`config.mk`:
```
export PLATFORM = sky130hd
export DESIGN_NAME = mem_stage_ctrl
export DESIGN_NICKNAME = d
export VERILOG_FILES = /design/src/rtl/mem_stage_ctrl.sv
export SDC_FILE = /design/constraint.sdc
export NUM_CORES = 1
export LEC_CHECK = 0
export BUFFER_PORTS_ARGS = -buffer_cell sky130_fd_sc_hd__clkbuf_2
export CORE_MARGIN = 3
export CORE_UTILIZATION = 48
export DETAILED_ROUTE_END_ITERATION = 8
export PLACE_DENSITY_LB_ADDON = 0.2
export SETUP_SLACK_MARGIN = 0.3
export SLEW_MARGIN = 20
export SYNTH_ARGS = -nofsm -noshare
export SYNTH_HDL_FRONTEND = slang
export SYNTH_SLANG_ARGS = --single-unit
```
`constraint.sdc`:
```
create_clock -name clk_i -period 1.75 [get_ports clk_i]
set_input_delay 0.2625 -clock clk_i [delete_from_list [all_inputs] [get_ports clk_i]]
set_output_delay 0.2625 -clock clk_i [all_outputs]
set_load 0.1 [all_outputs]
```
`src/rtl/mem_stage_ctrl.sv`:
```
// Memory-stage controller: turns the EX/MEM bundle into a req/ack data-memory
// transaction (or a pass-through), stalls upstream while busy, and drives MEM/WB.
module mem_stage_ctrl #(
    parameter int TIMEOUT = 255
) (
    input  logic        clk_i,
    input  logic        rst_i,
    input  logic        valid_i,
    input  logic        MemRead_i,
    input  logic        MemWrite_i,
    input  logic [31:0] addr_i,
    input  logic [31:0] wdata_i,
    input  logic        RegWrite_i,
    input  logic [4:0]  RDaddr_i,
    output logic        mem_req_o,
    output logic        mem_we_o,
    output logic [31:0] mem_addr_o,
    output logic [31:0] mem_wdata_o,
    input  logic        mem_ack_i,
    input  logic [31:0] mem_rdata_i,
    output logic        stall_o,
    output logic        wb_valid_o,
    output logic        wb_RegWrite_o,
    output logic [4:0]  wb_RDaddr_o,
    output logic [31:0] wb_data_o,
    output logic        err_o
);

    localparam int CW = (TIMEOUT < 1) ? 1 : $clog2(TIMEOUT + 1);
    localparam logic [CW-1:0] CNT_MAX = CW'(TIMEOUT);

    localparam logic [0:0] IDLE = 1'b0;
    localparam logic [0:0] BUSY = 1'b1;

    logic [0:0]    state;
    logic [CW-1:0] cnt;
    logic          cap_regwrite;
    logic [4:0]    cap_rd;

    logic mem_op;
    logic legal;
    logic timed_out;

    assign mem_op    = MemRead_i | MemWrite_i;
    assign legal     = (MemRead_i ^ MemWrite_i) & (addr_i[1:0] == 2'b00);
    assign timed_out = (cnt == CNT_MAX);

    // Upstream holds while a request is being launched or is still waiting;
    // the cycle that resolves the transaction (ack or abort) releases it.
    assign stall_o = ((state == IDLE) & valid_i & legal)
                   | ((state == BUSY) & ~mem_ack_i & ~timed_out);

    always_ff @(posedge clk_i) begin
        if (rst_i) begin
            state         <= IDLE;
            cnt           <= '0;
            cap_regwrite  <= 1'b0;
            cap_rd        <= '0;
            mem_req_o     <= 1'b0;
            mem_we_o      <= 1'b0;
            mem_addr_o    <= '0;
            mem_wdata_o   <= '0;
            wb_valid_o    <= 1'b0;
            wb_RegWrite_o <= 1'b0;
            wb_RDaddr_o   <= '0;
            wb_data_o     <= '0;
            err_o         <= 1'b0;
        end else begin
            wb_valid_o <= 1'b0;
            err_o      <= 1'b0;
            case (state)
                IDLE: begin
                    if (valid_i) begin
                        if (legal) begin
                            state        <= BUSY;
                            cnt          <= '0;
                            mem_req_o    <= 1'b1;
                            mem_we_o     <= MemWrite_i;
                            mem_addr_o   <= addr_i;
                            mem_wdata_o  <= wdata_i;
                            cap_regwrite <= RegWrite_i;
                            cap_rd       <= RDaddr_i;
                        end else begin
                            // Pass-through, or a rejected (misaligned/ambiguous) access.
                            wb_valid_o    <= 1'b1;
                            wb_RegWrite_o <= mem_op ? 1'b0 : RegWrite_i;
                            wb_RDaddr_o   <= RDaddr_i;
                            wb_data_o     <= addr_i;
                            err_o         <= mem_op;
                        end
                    end
                end
                BUSY: begin
                    if (mem_ack_i) begin
                        state         <= IDLE;
                        mem_req_o     <= 1'b0;
                        wb_valid_o    <= 1'b1;
                        wb_RegWrite_o <= ~mem_we_o & cap_regwrite;
                        wb_RDaddr_o   <= cap_rd;
                        wb_data_o     <= mem_we_o ? mem_addr_o : mem_rdata_i;
                    end else if (timed_out) begin
                        state         <= IDLE;
                        mem_req_o     <= 1'b0;
                        wb_valid_o    <= 1'b1;
                        wb_RegWrite_o <= 1'b0;
                        err_o         <= 1'b1;
                    end else begin
                        cnt <= cnt + 1'b1;
                    end
                end
                default: state <= IDLE;
            endcase
        end
    end

endmodule

```
==> metrics <==
status complete, but fails checks; failing checks setup timing; Worst Setup Path Type reg -> out; Iteration-0 DRC Markers 431; final period utilization 109.1%; CP endpoint kind primary output; Root Driver clkbuf_8; crit-path cells ha_4 > and3_4 > a21o_4 > nand2_8 > buf_12; CP Buf/Inv Count 1; CP max-delay cell dfxtp_4; async set or reset register ratio after synthesis 0%; Max-Cap Viols 0; num rows 36; Switching Share 32.06%; Starting Density 50.55%; r2r endpoint cnt[5]; clk sinks between 100 and 150; # fillers ~540; Nets 1,012; synth cell count leaders 208 x nand2_1, 121 x dfxtp_1, 108 x a21oi_1; Clock Path Buffers 2; Die Area 11,800 um^2; sequential share of power 36.6%; I/O Buffers 214; Num CTS Buffers 17; Yosys reg bits 121; clock slew at reported path FFs 60 ps; WP depth 5; final instance area about 8400 um^2; Setup violations, final 2; vias in the first global route 6,028; RePlAce Congestion 0.8956; Worst Hold Depth 3; combinational share of power 21.7%; Achievable Freq 0.5239 GHz; post-synth top area share 47.92%; Finished Core Util 84.36%; vias per inst 5.522; final total power 8.021 mW; n_diodes 0; Hold Path End mem_we_o; hpwl dp a little over 10,000 um; initial antenna violation count 0; DR pass1 iterations 5; Post-Syn Area per Cell 8.140 um^2; Post-synth EDFFs 0; P per Cell Area 950.9 nW/um^2; top-count cell post-synth nand2_1; max_slew headroom 69.75%; DR WL/cell 17.69 um; min setup slack post-route -158.9 ps; Synth area leaders dfxtp_1 48%, nand2_1 15%, a21oi_1 11%; Worst Path Max Fanout 2; GRT Resource Usage Total 30.77%; Internal 5.449 mW; worst skew pair latency 510 ps; hold_ws ~56 ps; first-pass GRT wire length 28,880 um; HP Class in -> reg; peak supply drop 0.0006635 V; Most used DFF post-synth dfxtp_1; CP Data Arrival Time 1650 ps; Psw around 2.6 mW; WL final 18,540 um; CTS tree yes; largest net degree at the start of global routing 72; Yosys cell types 34; clock power share 41.6%; syn_nets 731; Slew @ Worst Pin roughly 450 ps; Finished Layout Cells 1,048; total core area 10000 um^2; yosys warns 0; P&R area growth vs syn 66.88%; reg2reg start cnt[0]; sequential share of the synthesized area 47.92%; Max stage delay on crit path 350 ps; Hold Crit Start MemWrite_i; Residual DRC 0; final hold vios 0; Syn Inst Count 621; H-Tree Depth 4; Worst Path Required 1490 ps; Cell Count Post-Placement 939; share of layout cells above drive strength 1 34.21%; I/O pin count 215; post-route ant nets 0; CP Launch Type flip-flop; Final Critical Period 1909 ps; CP top delay family flip-flops; chip height 108.6 um; Slew Viols, Final 0; Leak 3.367 nW; grt total ovfl 0; Vias 5,787; Post-Syn Area 5055 um^2; Worst Skew approximately 7.5 ps; DP Area about 6400 um^2; reg2reg setup slack -100 ps; Die X 108.6 um; path depth of the worst reg2reg path 8; RSZ-0062 raised after global routing true; area leader, netlist dfxtp_1
==> worst register-to-register path, cell delays in order, from the launching register on <==
cell     delay (ps)
dfxtp_4         350
ha_4            150
and3_4          180
a21o_4          220
buf_4           140
buf_6           100
buf_6           120
or4_4           430
nand3_2          90
==> through the flow <==
stage                     TNS [ps]  setup slack, ps
after floorplan                  0            145.9
after global placement      -870.2           -55.55
after detailed placement     -4210           -110.7
after CTS                   -160.8           -160.8
after global routing        -315.3           -199.5
final                       -258.0           -158.9
==> power by group through the flow <==
stage / Clock, mW / Sequential (mW) / Combinational [mW]
2_1_floorplan: 0 / 3.72 / 0.358
3_3_place_gp: 0 / 2.98 / 1.44
3_5_place_dp: 0 / 2.98 / 1.46
4_1_cts: 3.35 / 2.93 / 1.69
5_1_grt: 3.49 / 2.95 / 1.82
6_report: 3.34 / 2.94 / 1.74
==> kinds of logic (layout without fill, tap and decap cells) <==
| group | count (synthesis) | after routing | share of synthesized area (%) |
|---|---|---|---|
| AO/OA/AOI/OAI | 160 | 160 | 18.74 |
| multiplexers | 37 | 37 | 7.327 |
| adder cells (fa/ha/maj) | 2 | 2 | 0.4950 |
| buffers and inverters | 54 | 348 | 5.173 |
| AND/OR/NAND/NOR | 247 | 247 | 20.35 |
| flip-flops | 121 | 121 | 47.92 |
==> metal layers <==
metal / wire length (um) / GRT usage [%]
met3: 1380 / 8.289
met2: 9752 / 55.65
met4: 654 / 13.62
met1: 6748 / 33.58
met5: 0 / 0
==> flip-flops by register name (all words and copies together) (netlist names) <==
signal,cells
err_o,1
wb_RegWrite_o,1
cnt,8
mem_wdata_o,32
cap_regwrite,1
wb_valid_o,1
mem_req_o,1
wb_data_o,32
mem_addr_o,32
mem_we_o,1
state,1
wb_RDaddr_o,5
cap_rd,5
==> final cells by class <==
cell class | instances | area (um^2) | share of cell area, %
clock inverter | 14 | 150.1 | 1.780
timing repair buffer | 311 | 2738 | 32.45
inverter | 5 | 31.28 | 0.3708
sequential | 121 | 2440 | 28.92
tap | 133 | 166.4 | 1.973
clock buffer | 18 | 417.9 | 4.954
multi-input combinational | 446 | 2492 | 29.55
==> worst max path at each step <==
stage / startpoint / slack, ps / endpoint
finish: cnt[0] / -160 / stall_o
global route: cnt[0] / -200 / stall_o
CTS: cnt[0] / -160 / stall_o
detailed placement: MemRead_i / -110 / wb_data_o[2]
global placement: MemRead_i / -60 / wb_data_o[11]
floorplan: MemRead_i / 150 / wb_data_o[27]
==> placed cells by master, fill, tap and decap left out, types with 7 or more instances in the layout <==
master,count
nand2_1,206
dfxtp_1,111
a21oi_1,107
clkbuf_2,106
dlygate4sd3_1,67
buf_4,67
clkbuf_8,43
mux2i_1,37
o211ai_1,33
clkbuf_16,16
buf_6,12
buf_12,11
dfxtp_2,8
nor2_1,7
==> timing repair <==
| action | in CTS | in global routing |
|---|---|---|
| cloned | 1 | 0 |
| pin swaps | 7 | 2 |
| endpoints found under the setup margin | 120 | 86 |
| hold buffers | 67 | 0 |
| setup buffers | 7 | 2 |
| hold endpoints to repair | 67 | 0 |
| gates resized for setup | 160 | 85 |
No activity file was read; power rests on OpenSTA's default activity.
